--- src/rtl/mfp_ahb_gpio_irq_pkg.sv ---
// Shared constants for the MFP AHB-Lite GPIO/IRQ slave.
//   GPIO_ADDR_WIDTH : width of the HADDR slice routed to the GPIO slave
//   HTRANS_IDLE     : AHB-Lite IDLE transfer encoding
//   gpio_reg_e      : register indices, decoded from HADDR[5:2]
package mfp_ahb_gpio_irq_pkg;

  localparam int unsigned GPIO_ADDR_WIDTH = 6;
  localparam logic [1:0]  HTRANS_IDLE     = 2'b00;

  typedef enum logic [3:0] {
    H_GPIO_DATAIN   = 4'd0,
    H_GPIO_DATAOUT  = 4'd1,
    H_GPIO_OUTSET   = 4'd2,
    H_GPIO_OUTCLR   = 4'd3,
    H_GPIO_IRQEN    = 4'd4,
    H_GPIO_EDGERISE = 4'd5,
    H_GPIO_EDGEFALL = 4'd6,
    H_GPIO_IRQSTAT  = 4'd7
  } gpio_reg_e;

endpackage

--- src/rtl/mfp_gpio_edge_detect.sv ---
// Input synchroniser with per-bit rising/falling edge detection.
//   clk, rst_n : clock, asynchronous active-low reset
//   din        : asynchronous input pins
//   sync       : synchronised inputs (last synchroniser stage)
//   rise, fall : single-cycle edge pulses of sync versus its previous value
module mfp_gpio_edge_detect #(
  parameter int unsigned WIDTH       = 16,
  parameter int unsigned SYNC_STAGES = 2
) (
  input  logic             clk,
  input  logic             rst_n,
  input  logic [WIDTH-1:0] din,
  output logic [WIDTH-1:0] sync,
  output logic [WIDTH-1:0] rise,
  output logic [WIDTH-1:0] fall
);

  // Element 0 is the first stage; element SYNC_STAGES-1 is the synced value.
  logic [SYNC_STAGES-1:0][WIDTH-1:0] sync_q, sync_d;
  logic [WIDTH-1:0]                  prev_q, prev_d;

  always_comb begin
    sync_d = {sync_q[SYNC_STAGES-2:0], din};
    prev_d = sync_q[SYNC_STAGES-1];
  end

  always_ff @(posedge clk or negedge rst_n) begin
    if (!rst_n) begin
      sync_q <= '0;
      prev_q <= '0;
    end else begin
      sync_q <= sync_d;
      prev_q <= prev_d;
    end
  end

  assign sync = sync_q[SYNC_STAGES-1];
  assign rise = sync & ~prev_q;
  assign fall = ~sync & prev_q;

endmodule

--- src/rtl/mfp_ahb_gpio_irq.sv ---
// Zero-wait-state AHB-Lite GPIO slave with edge-triggered sticky interrupts.
//   HCLK, HRESETn : bus clock, asynchronous active-low reset
//   HADDR/HTRANS/HWRITE/HSEL : address/control phase, registered every cycle
//   HWDATA        : write data (data phase)
//   HRDATA        : registered read data, valid in the data phase
//   GPIO_IN       : asynchronous input pins
//   GPIO_OUT      : output pins (DATA_OUT register)
//   IRQ           : registered level interrupt, |(IRQ_STATUS & IRQ_EN)
module mfp_ahb_gpio_irq
  import mfp_ahb_gpio_irq_pkg::*;
#(
  parameter int unsigned N_IN        = 16,
  parameter int unsigned N_OUT       = 16,
  parameter int unsigned SYNC_STAGES = 2
) (
  input  logic                       HCLK,
  input  logic                       HRESETn,
  input  logic [GPIO_ADDR_WIDTH-1:0] HADDR,
  input  logic [1:0]                 HTRANS,
  input  logic [31:0]                HWDATA,
  input  logic                       HWRITE,
  input  logic                       HSEL,
  output logic [31:0]                HRDATA,
  input  logic [N_IN-1:0]            GPIO_IN,
  output logic [N_OUT-1:0]           GPIO_OUT,
  output logic                       IRQ
);

  logic [3:0]       addr_q, addr_d;
  logic             write_q, write_d;
  logic             sel_q, sel_d;
  logic [1:0]       trans_q, trans_d;
  logic [N_OUT-1:0] data_out_q, data_out_d;
  logic [N_IN-1:0]  irq_en_q, irq_en_d;
  logic [N_IN-1:0]  rise_en_q, rise_en_d;
  logic [N_IN-1:0]  fall_en_q, fall_en_d;
  logic [N_IN-1:0]  status_q, status_d;
  logic [31:0]      hrdata_q, hrdata_d;
  logic             irq_q, irq_d;

  logic             we;
  logic [N_IN-1:0]  w1c, ev, sync_in, rise, fall;

  // HWDATA bits above the register widths and the byte-lane address bits
  // are intentionally ignored.
  logic unused_bits;
  assign unused_bits = ^{HWDATA, HADDR[1:0]};

  mfp_gpio_edge_detect #(
    .WIDTH       (N_IN),
    .SYNC_STAGES (SYNC_STAGES)
  ) u_edge (
    .clk   (HCLK),
    .rst_n (HRESETn),
    .din   (GPIO_IN),
    .sync  (sync_in),
    .rise  (rise),
    .fall  (fall)
  );

  always_comb begin
    addr_d     = HADDR[5:2];
    write_d    = HWRITE;
    sel_d      = HSEL;
    trans_d    = HTRANS;
    data_out_d = data_out_q;
    irq_en_d   = irq_en_q;
    rise_en_d  = rise_en_q;
    fall_en_d  = fall_en_q;
    w1c        = '0;

    we = sel_q & write_q & (trans_q != HTRANS_IDLE);
    if (we) begin
      case (addr_q)
        H_GPIO_DATAOUT:  data_out_d = HWDATA[N_OUT-1:0];
        H_GPIO_OUTSET:   data_out_d = data_out_q | HWDATA[N_OUT-1:0];
        H_GPIO_OUTCLR:   data_out_d = data_out_q & ~HWDATA[N_OUT-1:0];
        H_GPIO_IRQEN:    irq_en_d   = HWDATA[N_IN-1:0];
        H_GPIO_EDGERISE: rise_en_d  = HWDATA[N_IN-1:0];
        H_GPIO_EDGEFALL: fall_en_d  = HWDATA[N_IN-1:0];
        H_GPIO_IRQSTAT:  w1c        = HWDATA[N_IN-1:0];
        default: ;
      endcase
    end

    // Event is OR'd in after the clear, so a same-cycle event wins over W1C.
    ev       = (rise & rise_en_q) | (fall & fall_en_q);
    status_d = (status_q & ~w1c) | ev;
    irq_d    = |(status_q & irq_en_q);

    // Read mux uses the live address phase so data lands in the data phase;
    // a write in the same cycle is not yet visible (pre-write value).
    case (HADDR[5:2])
      H_GPIO_DATAIN:   hrdata_d = 32'(sync_in);
      H_GPIO_DATAOUT:  hrdata_d = 32'(data_out_q);
      H_GPIO_IRQEN:    hrdata_d = 32'(irq_en_q);
      H_GPIO_EDGERISE: hrdata_d = 32'(rise_en_q);
      H_GPIO_EDGEFALL: hrdata_d = 32'(fall_en_q);
      H_GPIO_IRQSTAT:  hrdata_d = 32'(status_q);
      default:         hrdata_d = '0;
    endcase
  end

  always_ff @(posedge HCLK or negedge HRESETn) begin
    if (!HRESETn) begin
      addr_q     <= '0;
      write_q    <= 1'b0;
      sel_q      <= 1'b0;
      trans_q    <= '0;
      data_out_q <= '0;
      irq_en_q   <= '0;
      rise_en_q  <= '0;
      fall_en_q  <= '0;
      status_q   <= '0;
      hrdata_q   <= '0;
      irq_q      <= 1'b0;
    end else begin
      addr_q     <= addr_d;
      write_q    <= write_d;
      sel_q      <= sel_d;
      trans_q    <= trans_d;
      data_out_q <= data_out_d;
      irq_en_q   <= irq_en_d;
      rise_en_q  <= rise_en_d;
      fall_en_q  <= fall_en_d;
      status_q   <= status_d;
      hrdata_q   <= hrdata_d;
      irq_q      <= irq_d;
    end
  end

  assign HRDATA   = hrdata_q;
  assign GPIO_OUT = data_out_q;
  assign IRQ      = irq_q;

endmodule
--- config.mk ---
export PLATFORM = sky130hd
export DESIGN_NAME = mfp_ahb_gpio_irq
export DESIGN_NICKNAME = d
export VERILOG_FILES = /design/src/rtl/mfp_ahb_gpio_irq_pkg.sv /design/src/rtl/mfp_gpio_edge_detect.sv /design/src/rtl/mfp_ahb_gpio_irq.sv
export SDC_FILE = /design/constraint.sdc
export NUM_CORES = 1
export LEC_CHECK = 0
export BUFFER_PORTS_ARGS = -buffer_cell sky130_fd_sc_hd__buf_2
export CAP_MARGIN = 40
export CORE_ASPECT_RATIO = 1.2
export CORE_MARGIN = 2
export CORE_UTILIZATION = 50
export CTS_CLUSTER_DIAMETER = 60
export DETAILED_ROUTE_END_ITERATION = 6
export PLACE_DENSITY_LB_ADDON = 0.3
export SLEW_MARGIN = 30
export SYNTH_ARGS = -nofsm -noshare
export SYNTH_HDL_FRONTEND = slang
export SYNTH_SLANG_ARGS = --single-unit
--- constraint.sdc ---
create_clock -name HCLK -period 1.8 [get_ports HCLK]
set_input_delay 0.27 -clock HCLK [delete_from_list [all_inputs] [get_ports HCLK]]
set_output_delay 0.27 -clock HCLK [all_outputs]
set_load 0.01 [all_outputs]
* After elaboration in Yosys (flattened, before gate mapping)
Index checks and enable logic that the tools add are counted.
Word-level totals: flip-flop bits (word level) 169, input port bits 60, output and inout bits 49, logic and storage cells 54
Cells by class: equal/unequal tests 12, mux-type cells 4, bitwise operators 16, reduce and logical (&&, ||, !) cells 8
Operators by type and width (count):
- AND 16 bit | 7
- case mux 16 bit (6 select lines) | 1
- NOT 16 bit | 4
- bitwise OR 16 bit | 3
- case mux 16 bit (3 select lines) | 1
- equality test 4 x 3 -> 1 bit (second input constant) | 8
- two-way mux 16 bit | 2
- OR reduction 16 bit | 1
- equality test 4 x 1 -> 1 bit (second input constant) | 2
- equality test 4 x 2 -> 1 bit (second input constant) | 2
- AND reduction 2 bit | 4
- zero test 4 bit | 1
- nonzero test 3 bit | 1
- AND 1 bit | 2
- nonzero test 2 bit | 1

* Logic depth before layout (Yosys ltp)
depth after elaboration 6, depth in mapped cells 6, mapped depth without buffers 3

* By module
From an unflattened synthesis, not the netlist that was laid out.
Unflattened totals: cells, all modules 471, area total of the unflattened synthesis 6558.8 µm²
By module, submodules not included:
- mfp_ahb_gpio_irq | instances 1, cells an instance 391, area an instance 5077.4 µm², seq. area each 2627.5 µm²
- mfp_gpio_edge_detect | instances 1, cells an instance 80, area an instance 1481.4 µm², seq. area each 1201.2 µm²

* Worst setup path before layout
OpenSTA, ideal clock, no wires.
path kind register -> register, start register addr_q[0], end register fall_en_q[10], library setup time 0.125 ns, data arrival time 1.687 ns, data required time 1.675 ns, path slack -0.012 ns, cell stages (with the launch flop) 6, path buffers 2, period minus slack after synthesis 1.812 ns, cells stage by stage dfrtp_1 -> buf_6 -> nand2b_1 -> nor4_2 -> buf_6 -> mux2_2
On the way: longest elaborated chain between the ends 2
RTL lines:
- start, declared | line mfp_ahb_gpio_irq.sv:29 | logic [3:0] addr_q, addr_d;
- start signal, assigned | line mfp_ahb_gpio_irq.sv:118 | addr_q <= addr_d;
- equality test 4 x 3 -> 1 bit | line mfp_ahb_gpio_irq.sv:74 | case (addr_q)
- AND reduction 2 bit (no line)
- end signal, assigned | line mfp_ahb_gpio_irq.sv:125 | fall_en_q <= fall_en_d;
- end, declared | line mfp_ahb_gpio_irq.sv:36 | logic [N_IN-1:0] fall_en_q, fall_en_d;
No other way between the ends. A chain may end at the register's enable or synchronous reset.

* Worst setup path in the final report
start register addr_q[3], end register irq_en_q[6]
On the way: longest elaborated chain between the ends 2
RTL lines:
- equality test 4 x 3 -> 1 bit | line mfp_ahb_gpio_irq.sv:74
- AND reduction 2 bit (no line)
- end signal, assigned | line mfp_ahb_gpio_irq.sv:123 | irq_en_q <= irq_en_d;
- end, declared | line mfp_ahb_gpio_irq.sv:34 | logic [N_IN-1:0] irq_en_q, irq_en_d;
No other way between the ends.

==> flow_metrics.tcl <==
set metrics [dict create \
    fillers 969 \
    syn_area_um2 6190 \
    grtUsageTotal_pct 23.9 \
    post_cts_buffers 0 \
    post-place-ws_ns 0.0510 \
    synth_cell_types 34 \
    cp_num_buf_inv 1 \
    clockBufferDepth 2 \
    cts_root_buffer "clkbuf_16" \
    powerDensity_nw_per_um2 1110 \
    synth_top_area_share_pct 61.8 \
    finish.utilization_pct 63.1 \
    start_util_pct 51.1 \
    ioPinCount 109 \
    grt_pass1_vias 4605 \
    syn_inst 480 \
    overflow 0 \
    worstPathRequired_ns 2.11 \
    clock_sinks 153 \
    cpLargestDelayFamily "simple AND/OR/NAND/NOR gates" \
    drive_gt1_share_pct 30.9 \
    vdd_drop_max_v 0.000643 \
    p_leak_uw 0.00344 \
    place.gp.congestion 0.825 \
    design_area_um2 7650 \
    multi_input_area_um2 2120 \
    drc 0 \
    grt_pass1_wl_mm 24.2 \
    max_freq_mhz 565 \
    cp.arrival_ns 2.08 \
    period_needed_ns 1.77 \
    yosysSeqAreaShare_pct 61.8 \
    cts_tree "done" \
    cpPeakStageDelay_ns 0.55 \
    dieHeight_um 126 \
    tightest_slew_ns 0.901 \
    antenna_found_initial 0 \
    h-tree-depth 4 \
    routedWlPerCell_um 19.5 \
    maxSlewHeadroom_pct 39.9 \
    drtIter0Drc 255 \
    regArea_um2 3830 \
    hold_viol 0 \
    die_w_um 106 \
    coreArea_um2 12100 \
    firstDrtPassIters 4 \
    clk_latency_ns 0.43 \
    fin_crit_sh_pct 98.3 \
    finalSetupViolations 0 \
    viasPerCell 5.82 \
    dpl_cell_area_um2 6870 \
    synthArstFlopShare_pct 100 \
    clk_pin_slew_ns 0.06 \
    cts_inserted_buffers 17 \
    hold_path_class "in -> reg" \
    portBuffers 74 \
    row_count 44 \
    dieArea_um2 13300 \
    yosys_warnings 0 \
    crit_type "reg -> reg" \
    drv_slew 0 \
    dpl.hpwl_mm 9.73 \
    synth-edff-count 0 \
    grt_max_degree 53 \
    crit_path_end_kind "flip-flop" \
    ant_nets 0 \
    yosysTopAreaCell "dfrtp_1" \
    num_vias 4482 \
    yosys-top-cells-area "dfrtp_1, mux2_2, a22oi_1" \
    ys.flop_type "dfrtp_1" \
    status "complete, no violations" \
    nets 656 \
    drt-total-wl_mm 15.0 \
    cp_cell_sequence "nand2b_4 > or4b_1 > buf_4 > mux2_4" \
    critical-path-slowest-cell "or4b_1" \
    critPathMaxFanout 8 \
    max_cap_viol_count 0 \
    cp-start-kind "flip-flop" \
    postSynthAreaPerCell_um2 12.9 \
    hold_ws_ns 0.0341 \
    ys_ff_latch 153 \
    diodes 0 \
    rsz0062_at_grt "yes" \
    area_delta_synth_final_pct 23.5 \
    skew_ns 0.00762 \
    layout_setup_ws_ns 0.0309 \
]
[worst register-to-register path: stages (launching register included)]
cell	delay [ns]
dfrtp_1	0.40
nand2b_4	0.18
or4b_1	0.55
buf_4	0.22
mux2_4	0.31
[power by group]
part | internal (uW) | switching (uW) | total [uW]
registers | 3830 | 325 | 4160
logic | 492 | 477 | 969
clock network | 2020 | 1370 | 3390
total | 6350 | 2170 | 8520
[cells by family (layout without fill, tap and decap cells)]
| logic type | after synthesis | after routing | synth area share, % |
|---|---|---|---|
| other | 1 | 16 | 0.0606 |
| flip-flops | 153 | 153 | 61.8 |
| buffers and inverters | 65 | 179 | 5.40 |
| AND/OR/NAND/NOR | 93 | 93 | 9.36 |
| multiplexers | 48 | 48 | 9.34 |
| AO/OA/AOI/OAI | 120 | 120 | 14.0 |
[metrics by stage]
step | power [uW] | TNS (ns) | instances
floorplan | 4690 | 0 | 495
global placement | 5090 | 0 | 717
detailed placement | 5140 | 0 | 717
CTS | 8570 | 0 | 770
global route | 8860 | -0.00318 | 770
finish | 8520 | 0 | 770
[worst paths after layout]
kind	start	to	slack, ns	depth (start not counted)
worst max-delay path	addr_q[3]	irq_en_q[6]	0.03	4
worst min-delay path	HADDR[4]	addr_q[2]	0.03	1
worst max register to register	addr_q[3]	irq_en_q[6]	0.03	4
min in group asynchronous	HRESETn	u_edge.sync[2]	0.33	2
max in group asynchronous	HRESETn	fall_en_q[4]	0.84	3
worst min register to register	u_edge.sync_d[24]	u_edge.sync[8]	0.35	0
[flip-flops by register name (all words and copies together) (netlist names)]
signal	cells
rise_en_q	16
GPIO_OUT	16
write_q	1
fall_en_q	16
HRDATA	16
status_q	16
u_edge.sync	16
trans_q	2
addr_q	4
u_edge.prev_q	16
u_edge.sync_d	16
irq_en_q	16
IRQ	1
sel_q	1
[cell usage after synthesis, types with 2 or more instances]
cell	number
a22o_1	4
nor4b_2	2
buf_2	6
nand2_1	18
nor4bb_1	3
a31oi_1	7
nand3b_1	16
o31ai_1	16
buf_6	3
a22oi_1	48
nand3_1	32
mux2_4	10
a221oi_1	4
nor2_1	2
o21ai_0	7
o211ai_1	26
a21oi_1	7
dfrtp_1	153
clkbuf_1	15
nand4_1	10
mux2_2	38
buf_4	16
nand2b_1	2
inv_1	25
[final cells by class]
cell class,count,area share [%]
Inverter,25,1.23
Multi-Input combinational cell,277,27.7
Clock buffer,19,5.66
Clock inverter,13,1.70
Sequential cell,153,50.1
Tap cell,161,2.63
Timing Repair Buffer,122,11.0
[what timing repair did]
action | CTS | global route
hold endpoints to repair | 62 | 0
hold buffers | 21 | 0
gates resized for setup | 0 | 0
endpoints found under the setup margin | 0 | 2
[per-layer routing]
| layer | global-route usage [%] | share of wire [%] | vias to the layer above |
|---|---|---|---|
| met5 | 0 | 0 | - |
| met3 | 5.12 | 5.6 | 38 |
| met2 | 39.1 | 50 | 173 |
| li1 | - | - | 1990 |
| met4 | 11.6 | 3.0 | 0 |
| met1 | 30.5 | 41 | 2281 |
[placed cells by master, fill, tap and decap left out, drive strengths merged, types with 3 or more instances in the layout]
cell and n:
conb 16, nor4bb 3, nor4 3, nand3 32
nand2 18, dlygate4sd3 21, nand2b 3, mux2 48
nand3b 16, dfrtp 153, inv 25, a22oi 48
o21ai 7, clkinvlp 3, a21oi 7, buf 101
nand4 10, a31oi 7, clkbuf 19, o31ai 16
o211ai 26, a22o 4, clkinv 8, a221oi 4
No activity file was read; power rests on OpenSTA's default activity.
